$ cat config.mk
export PLATFORM = sky130hd
export DESIGN_NAME = sdram_tape_arb
export DESIGN_NICKNAME = d
export VERILOG_FILES = /design/src/rtl/sdram_pkg.sv /design/src/rtl/sdram_tape_arb_rr_pick.sv /design/src/rtl/sdram_tape_arb.sv
export SDC_FILE = /design/constraint.sdc
export NUM_CORES = 1
export LEC_CHECK = 0
export ABC_AREA = 1
export CAP_MARGIN = 40
export CORE_MARGIN = 2
export CORE_UTILIZATION = 46
export DETAILED_ROUTE_END_ITERATION = 8
export DONT_BUFFER_PORTS = 1
export PLACE_DENSITY = 0.66
export SLEW_MARGIN = 20
export SYNTH_ARGS = -nofsm -noshare
export SYNTH_HDL_FRONTEND = slang
export SYNTH_SLANG_ARGS = --single-unit
$ cat constraint.sdc
create_clock -name clk -period 2.4 [get_ports clk]
set_input_delay 0.24 -clock clk [delete_from_list [all_inputs] [get_ports clk]]
set_output_delay 0.24 -clock clk [all_outputs]
set_load 0.01 [all_outputs]
$ cat src/rtl/sdram_pkg.sv
// Shared types and constants for the SDRAM tape-port arbiter.
// Used by the top level and by the round-robin picker.
package sdram_pkg;

  typedef enum logic [1:0] {
    IDLE = 2'd0,
    RD   = 2'd1,
    WR   = 2'd2,
    DONE = 2'd3
  } arb_state_e;

  localparam int SDRAM_AW = 23;
  localparam int BYTE_W = 8;
  localparam logic [1:0] TAPE_BANK = 2'b10;

endpackage

$ cat src/rtl/sdram_tape_arb_rr_pick.sv
// Round-robin priority picker: scans from last+1 upward, wrapping,
// and returns the first requester found.
module rr_pick
  import sdram_pkg::*;
#(
  parameter int N_CLIENTS = 3
) (
  input  logic [N_CLIENTS-1:0] req,
  input  logic [1:0]           last,
  output logic [N_CLIENTS-1:0] gnt,
  output logic [1:0]           idx,
  output logic                 any
);

  int j;

  always_comb begin
    gnt = '0;
    idx = '0;
    any = 1'b0;
    j   = 0;
    for (int k = 1; k <= N_CLIENTS; k++) begin
      j = (int'(last) + k) % N_CLIENTS;
      if (!any && req[j]) begin
        any    = 1'b1;
        gnt[j] = 1'b1;
        idx    = 2'(j);
      end
    end
  end

endmodule

$ cat src/rtl/sdram_tape_arb.sv
// Arbitrates byte-wide tape/loader clients onto the SDRAM tape port,
// translating level-req/pulse-ack into level rd/wr with toggle/pulse acks.
module sdram_tape_arb
  import sdram_pkg::*;
#(
  parameter int N_CLIENTS = 3,
  parameter int TIMEOUT   = 255
) (
  input  logic                          clk,
  input  logic                          reset_n,
  input  logic [N_CLIENTS-1:0]          c_req,
  input  logic [N_CLIENTS-1:0]          c_we,
  input  logic [N_CLIENTS*SDRAM_AW-1:0] c_addr,
  input  logic [N_CLIENTS*BYTE_W-1:0]   c_din,
  output logic [N_CLIENTS-1:0]          c_ack,
  output logic                          c_err,
  output logic [BYTE_W-1:0]             c_dout,
  output logic [1:0]                    grant_id,
  output logic                          busy,
  output logic [SDRAM_AW-1:0]           tape_addr,
  output logic [BYTE_W-1:0]             tape_din,
  input  logic [BYTE_W-1:0]             tape_dout,
  output logic                          tape_wr,
  input  logic                          tape_wr_ack,
  output logic                          tape_rd,
  input  logic                          tape_rd_ack
);

  localparam int TMO_W = (TIMEOUT < 2) ? 1 : $clog2(TIMEOUT + 1);

  arb_state_e state_q, state_d;

  logic [N_CLIENTS-1:0] c_ack_q, c_ack_d;
  logic                 c_err_q, c_err_d;
  logic [BYTE_W-1:0]    c_dout_q, c_dout_d;
  logic [1:0]           grant_id_q, grant_id_d;
  logic [SDRAM_AW-1:0]  tape_addr_q, tape_addr_d;
  logic [BYTE_W-1:0]    tape_din_q, tape_din_d;
  logic                 ack_expect_q, ack_expect_d;
  logic [TMO_W-1:0]     tmo_q, tmo_d;

  logic [N_CLIENTS-1:0] pick_gnt;
  logic [1:0]           pick_idx;
  logic                 pick_any;
  logic                 pick_we;
  logic                 rd_done, wr_done, tmo_hit, abort;
  logic [N_CLIENTS-1:0] ack_onehot;

  rr_pick #(.N_CLIENTS(N_CLIENTS)) u_pick (
    .req  (c_req),
    .last (grant_id_q),
    .gnt  (pick_gnt),
    .idx  (pick_idx),
    .any  (pick_any)
  );

  assign pick_we    = |(c_we & pick_gnt);
  assign ack_onehot = N_CLIENTS'(1) << grant_id_q;
  // A toggle on rd_ack (relative to the expected parity) marks read completion.
  assign rd_done    = (state_q == RD) && (tape_rd_ack != ack_expect_q);
  assign wr_done    = (state_q == WR) && tape_wr_ack;
  assign tmo_hit    = (TIMEOUT != 0) && ((state_q == RD) || (state_q == WR)) &&
                      (tmo_q == TMO_W'(TIMEOUT - 1));
  assign abort      = tmo_hit && !rd_done && !wr_done;

  always_ff @(posedge clk) begin
    if (!reset_n) begin
      state_q      <= IDLE;
      c_ack_q      <= '0;
      c_err_q      <= 1'b0;
      c_dout_q     <= '0;
      grant_id_q   <= 2'(N_CLIENTS - 1);
      tape_addr_q  <= '0;
      tape_din_q   <= '0;
      ack_expect_q <= tape_rd_ack;
      tmo_q        <= '0;
    end else begin
      state_q      <= state_d;
      c_ack_q      <= c_ack_d;
      c_err_q      <= c_err_d;
      c_dout_q     <= c_dout_d;
      grant_id_q   <= grant_id_d;
      tape_addr_q  <= tape_addr_d;
      tape_din_q   <= tape_din_d;
      ack_expect_q <= ack_expect_d;
      tmo_q        <= tmo_d;
    end
  end

  always_comb begin
    state_d = state_q;
    unique case (state_q)
      IDLE: if (pick_any) state_d = pick_we ? WR : RD;
      RD:   if (rd_done || tmo_hit) state_d = DONE;
      WR:   if (wr_done || tmo_hit) state_d = DONE;
      DONE: state_d = IDLE;
      default: state_d = IDLE;
    endcase
  end

  always_comb begin
    c_ack_d      = '0;
    c_err_d      = 1'b0;
    c_dout_d     = c_dout_q;
    grant_id_d   = grant_id_q;
    tape_addr_d  = tape_addr_q;
    tape_din_d   = tape_din_q;
    ack_expect_d = ack_expect_q;
    tmo_d        = tmo_q;
    if (state_q == IDLE && pick_any) begin
      grant_id_d  = pick_idx;
      tape_addr_d = c_addr[int'(pick_idx)*SDRAM_AW +: SDRAM_AW];
      tape_din_d  = c_din[int'(pick_idx)*BYTE_W +: BYTE_W];
      tmo_d       = '0;
    end else if (state_q == RD || state_q == WR) begin
      tmo_d = tmo_q + 1'b1;
    end
    if (rd_done) begin
      c_dout_d     = tape_dout;
      ack_expect_d = ~ack_expect_q;
      c_ack_d      = ack_onehot;
    end else if (wr_done) begin
      c_ack_d = ack_onehot;
    end else if (abort) begin
      // Resync parity so a stray toggle cannot complete the next read.
      c_ack_d      = ack_onehot;
      c_err_d      = 1'b1;
      ack_expect_d = tape_rd_ack;
    end
  end

  always_comb begin
    tape_rd = (state_q == RD) && (tape_rd_ack == ack_expect_q);
    tape_wr = (state_q == WR) && !tape_wr_ack;
    busy    = (state_q != IDLE);
  end

  assign c_ack     = c_ack_q;
  assign c_err     = c_err_q;
  assign c_dout    = c_dout_q;
  assign grant_id  = grant_id_q;
  assign tape_addr = tape_addr_q;
  assign tape_din  = tape_din_q;

endmodule

==> results_dict.tcl, run 1 <==
set metrics [dict create \
    status "finished clean" \
    seq_area_frac_synth 0.324 \
    synth-seq-cells 56 \
    n_fill_cell 743 \
    clkSinkCount 56 \
    synth_area_leaders "dfxtp_1, nand2_1, a21oi_1, inv_1, o21ai_2" \
    ir_drop_v 0.000676 \
    syn_area_mm2 0.00349 \
    required_ns 2.62 \
    coreArea_mm2 0.00729 \
    ys.warnings.count 0 \
    crit_type "reg2reg" \
    use_met2 0.358 \
    total_power_mw 5.47 \
    hold_class "in2reg" \
    whs_ns 0.0210 \
    nets 580 \
    synthArstFlopShare 0 \
    drv_cap 0 \
    worst_path_largest_cell_delay_ns 0.32 \
    final_antenna_net_count 0 \
    synth_edf_count 1 \
    dieHeight_um 91.1 \
    rr_endpoint "tape_din[7]" \
    r2r_start "grant_id[0]" \
    max_freq_ghz 0.462 \
    setup_viol 0 \
    skew_ns 0.0142 \
    grt_use_total 0.208 \
    gr-usage-met1 0.245 \
    final-max-slew-violation-count 0 \
    grt_pass1_wl_um 14100 \
    r2r_cells 16 \
    drive_gt1_frac 0.253 \
    hold_path_end "tape_addr[17]" \
    insertion_delay_ns 0.32 \
    cts_buffers 5 \
    post-route-period-util 0.903 \
    dp.cells 549 \
    tns_ns 0 \
    dr.pass1.iters 4 \
    synth_common_cells "nand2_1, dfxtp_1, a21oi_1, inv_1, nand3_1" \
    antenna_found_initial 1 \
    grt_pass1_vias 2943 \
    fin_cells 558 \
    chipWidth_um 91.1 \
    p_leak_nw 1.57 \
    crit_path_max_fanout 10 \
    power.density_mw_per_mm2 1480 \
    tightest_slew_ns 0.488 \
    post_synth_num_cell_types 35 \
    syn_inst 462 \
    io_pins 159 \
    port-buffer-count 0 \
    worstSetupStartpointType "flop" \
    grt_busiest_layer "met2" \
    grt.overflow.total 0 \
    dp_hpwl_um 6490 \
    fin_util 0.506 \
    syn2layout_area_growth_pct 5.62 \
    grt_max_degree 31 \
    avgSynthCellArea_um2 7.56 \
    r2r_slack_ns 0.23 \
    drt-wirelength-per-cell_um 15.6 \
    use_met3 0.0772 \
    vias 3001 \
    cp_common_cell "nand2_1" \
    synth.largest_area_cell "dfxtp_1" \
    diodes 0 \
    htreeDepth 2 \
    cts-root-buf "clkbuf_8" \
    min_path_cells 2 \
    dr.first_iter.drc_count 127 \
    start_util 0.479 \
    relSlewSlack 0.675 \
    multi_input_area_mm2 0.00195 \
    place.gp.congestion 0.917 \
    ys.flop_type "dfxtp_1" \
    cts_tree "done" \
    end_kind "flop" \
    clk_pin_slew_ns 0.11 \
    postCtsSetupBuffers 0 \
    rsz0062_at_grt "false" \
    rows 31 \
    clock_path_buffers 2 \
    die_area_mm2 0.00831 \
    routed_wl_um 8690 \
    period_needed_ns 2.17 \
    cp.arrival_ns 2.39 \
    yosysMostFrequentCell "nand2_1" \
    ff_latch_area_mm2 0.00113 \
    cpMaxStageDelayCell "dfxtp_1" \
    path_cells "inv_1 > ha_4 > inv_2 > nand2_1 > nand3_1 > nand2_1 > nand2_1 > nand2_1 > inv_2 > nand2_4 > buf_4 > buf_4 > o21ai_2 > inv_1 > o21ai_1 > a21oi_1" \
    hold_viol 0 \
    synth_top_area_frac 0.315 \
    drc 0 \
    vias_per_cell 5.38 \
    syn_nets 584 \
    min_from "reset_n" \
]
==> power by group <==
group / switching, mW / total [mW] / leakage (nW) / internal (mW)
sequential: 0.260 / 1.45 / 0.462 / 1.19
clock: 0.332 / 0.537 / 0.0479 / 0.205
combinational: 2.18 / 3.48 / 1.06 / 1.30
total: 2.77 / 5.47 / 1.57 / 2.70
==> through the flow <==
stage                     cell area, um2  setup WS [ns]
after floorplan                     3490          0.250
after global placement              3560          0.125
after detailed placement            3560         0.0311
after CTS                           3650         0.0120
after global routing                3690         0.0289
final                               3690          0.234
==> worst max-delay path by stage <==
stage	startpoint	endpoint	slack [ns]	cells after the start
2_1_floorplan	grant_id[0]	tape_addr[12]	0.25	14
3_3_place_gp	grant_id[1]	tape_addr[16]	0.12	12
3_5_place_dp	grant_id[0]	tape_addr[10]	0.03	13
4_1_cts	grant_id[0]	tape_addr[18]	0.01	13
5_1_grt	grant_id[0]	tape_din[7]	0.03	16
6_report	grant_id[0]	tape_din[7]	0.23	16
==> state kept, by name, indices dropped and copies added, names as in the netlist <==
signal        cells
c_ack             3
c_dout            8
grant_id          2
tmo_q             8
c_err             1
ack_expect_q      1
tape_addr        23
state_q           2
tape_din          8
==> cell usage in the layout (no fill, tap or decap), types with 2 or more instances in the layout <==
cell type	count
a21oi_1	52
a21oi_2	10
buf_12	3
buf_4	10
clkbuf_8	5
clkinv_2	2
dfxtp_1	55
ha_1	8
ha_2	2
inv_1	52
inv_2	10
inv_4	2
nand2_1	74
nand2_2	6
nand2_4	5
nand3_1	26
nand3_2	11
nand4_1	4
nor2_1	16
nor3_1	3
o211ai_2	12
o21ai_0	23
o21ai_1	19
o21ai_2	20
or2_1	3
or2_2	10
xor2_1	4
==> critical path, delay by kind of cell, from the launching register on <==
kind,cells,cell delay [ns]
compound gates,3,0.25
flops,1,0.32
simple gates,6,0.48
fa+ha+maj,1,0.26
buf+inv,6,0.75
==> layer usage <==
metal / wire length [um] / vias up
li1: - / 1504
met1: 3580 / 1355
met2: 4200 / 129
met3: 813 / 11
met4: 83 / 2
met5: 13 / -
==> cell families after synthesis <==
group                    after synthesis  synth area share
buffers and inverters                 90             0.125
XOR/XNOR                               5            0.0125
adder cells (fa/ha/maj)               11            0.0394
AND/OR/NAND/NOR                      162             0.241
AO/OA/AOI/OAI                        138             0.259
flip-flops                            56             0.324
==> repair_timing <==
action / in CTS / in global routing
resized for setup: 0 / 10
endpoints found under the setup margin: 0 / 32
endpoints found under the hold margin: 0 / 1
hold buffers: 0 / 1
==> layout make-up <==
class                      count  area share
multi-input combinational    316       0.527
sequential                    56       0.307
inverter                      64      0.0665
timing repair buffer          15      0.0424
tap                           99      0.0336
clock buffer                   5      0.0187
clock inverter                 3     0.00509
No activity file was read; power rests on OpenSTA's default activity.
==> inputs of run 2 (changes only) <==
CTS_CLUSTER_DIAMETER = 30   (was default)
==> results of run 2 <==
Same layout as run 1: the final DEF is identical, and so are final timing and power.
==> inputs of run 3 (changes only) <==
CORE_MARGIN = 10   (was 2)
CORE_UTILIZATION = 50   (was 46)
PLACE_DENSITY = 0.7   (was 0.66)
==> run 3 against run 2 <==
  * Clock-buffer cell count stayed put
  * Flip-flop and latch count is the same
  * Core utilization increased by 3.3 points
  * Hold slack about the same
  * Via count grew 1.0%
  * Non-clock buffer count is 1 lower
  * Sequential power barely moved
  * Critical path type unchanged
==> results_dict.tcl, run 3 (synthesis gave the netlist of run 1 again) <==
set metrics [dict create \
    status "finished clean" \
    crit_path_max_fanout 19 \
    antenna_found_initial 0 \
    total_power_mw 5.45 \
    grt.overflow.total 0 \
    max_freq_ghz 0.448 \
    required_ns 2.60 \
    end_kind "flop" \
    final-max-slew-violation-count 0 \
    ff_latch_area_mm2 0.00113 \
    r2r_slack_ns 0.17 \
    rr_endpoint "tape_addr[10]" \
    final_common_cell "nand2_1" \
    post-route-period-util 0.931 \
    skew_ns 0.0103 \
    p_int_mw 2.66 \
    postCtsSetupBuffers 0 \
    die_area_mm2 0.0107 \
    crit_type "reg2reg" \
    cts-root-buf "clkbuf_8" \
    tns_ns 0 \
    vias 3031 \
    hold_path_end "tape_addr[17]" \
    comb_power_share 0.634 \
    dieHeight_um 104 \
    grt_pass1_vias 3026 \
    ir_drop_v 0.000641 \
    pre_cts_slack_ns 0.0203 \
    hold_viol 0 \
    grt_max_degree 33 \
    htreeDepth 2 \
    cts_buffers 5 \
    fin_cells 555 \
    start_util 0.514 \
    clk_pin_slew_ns 0.11 \
    setup_viol 0 \
    setup_ws_ns 0.166 \
    nets 579 \
    cp.arrival_ns 2.44 \
    min_from "reset_n" \
    gr-usage-met1 0.183 \
    coreArea_mm2 0.00679 \
    p_sw_frac 0.511 \
    drc 0 \
    drt-wirelength-per-cell_um 17.4 \
    final_antenna_net_count 0 \
    clock_path_buffers 2 \
    largest_reg_flops 23 \
    whs_ns 0.0207 \
    vias_per_cell 5.46 \
    layout_common_cells "nand2_1, dfxtp_1, inv_1, a21oi_1, nand3_1" \
    cts_tree "done" \
    insertion_delay_ns 0.31 \
    dr.pass1.iters 4 \
    seq_power_share 0.269 \
    p_sw_mw 2.79 \
    grt_pass1_wl_um 15600 \
    port-buffer-count 0 \
    clkSinkCount 56 \
    period_needed_ns 2.23 \
    tightest_slew_ns 0.437 \
    min_path_cells 2 \
    r2r_cells 14 \
    relSlewSlack 0.708 \
    use_met3 0.0886 \
    p_leak_nw 1.56 \
    dr.first_iter.drc_count 112 \
    rsz0062_at_grt "false" \
    place.gp.congestion 0.798 \
    use_met2 0.293 \
    rows 30 \
    chipWidth_um 104 \
    r2r_start "grant_id[0]" \
    dp.cells 546 \
    multi_input_area_mm2 0.00194 \
    n_fill_cell 661 \
    hold_class "in2reg" \
    power.density_mw_per_mm2 1490 \
    drv_cap 0 \
    grt_use_total 0.172 \
    worstSetupStartpointType "flop" \
    clkPwrFrac 0.097 \
    grt_busiest_layer "met2" \
    syn2layout_area_growth_pct 4.87 \
    routed_wl_um 9680 \
    io_pins 159 \
    dp_hpwl_um 7520 \
    drive_gt1_frac 0.247 \
]
==> run 3: worst max path at each step <==
| stage | slack (ns) | to | depth (start not counted) | start |
|---|---|---|---|---|
| floorplan | 0.25 | tape_addr[12] | 14 | grant_id[0] |
| global placement | 0.14 | tape_din[1] | 15 | grant_id[0] |
| detailed placement | 0.02 | tape_addr[22] | 15 | grant_id[0] |
| CTS | 0.007 | tape_addr[22] | 15 | grant_id[0] |
| global route | 0.003 | tape_addr[5] | 15 | grant_id[0] |
| finish | 0.17 | tape_addr[10] | 14 | grant_id[0] |
==> run 3: layer usage <==
layer  vias to the layer above  wire length, um
li1                       1502                -
met1                      1392             3650
met2                       126             4750
met3                        11             1140
met4                         0              133
met5                         -                0
==> run 3: critical path: stages, from the launching register on <==
cell and delay [ns]:
dfxtp_1 0.34, inv_1 0.09, ha_2 0.41, inv_2 0.10
nand2_2 0.07, nand3_2 0.08, nand2_4 0.10, nand2_4 0.08
nor2_8 0.10, nand2_2 0.09, nand2_8 0.15, inv_2 0.05
buf_4 0.20, o21ai_1 0.16, a21oi_1 0.08
==> run 3: stage by stage <==
stage,utilization,instance area (um2)
global placement,0.522,3550
finish,0.539,3660
global route,0.539,3660
floorplan,-,3490
CTS,0.536,3640
detailed placement,0.522,3550
==> run 3: area by class of cell <==
| cell class | instances | area share |
|---|---|---|
| Antenna cell | 1 | 0.000683 |
| Clock buffer | 5 | 0.0188 |
| Sequential cell | 56 | 0.309 |
| Inverter | 64 | 0.0663 |
| Tap cell | 96 | 0.0328 |
| Timing Repair Buffer | 14 | 0.0376 |
| Clock inverter | 3 | 0.00649 |
| Multi-Input combinational cell | 316 | 0.529 |
==> run 3: power groups by stage <==
stage | Clock, mW | Combinational (mW) | Sequential, mW
after floorplan | 0 | 2.91 | 1.43
after global placement | 0 | 3.29 | 1.49
after detailed placement | 0 | 3.39 | 1.49
after CTS | 0.550 | 3.40 | 1.47
after global routing | 0.585 | 3.87 | 1.49
final | 0.531 | 3.45 | 1.47
==> run 3: what timing repair did <==
action,4_1_cts,5_1_grt
endpoints found under the setup margin,0,32
resized for setup,0,6
endpoints found under the hold margin,0,0
hold buffers,0,0
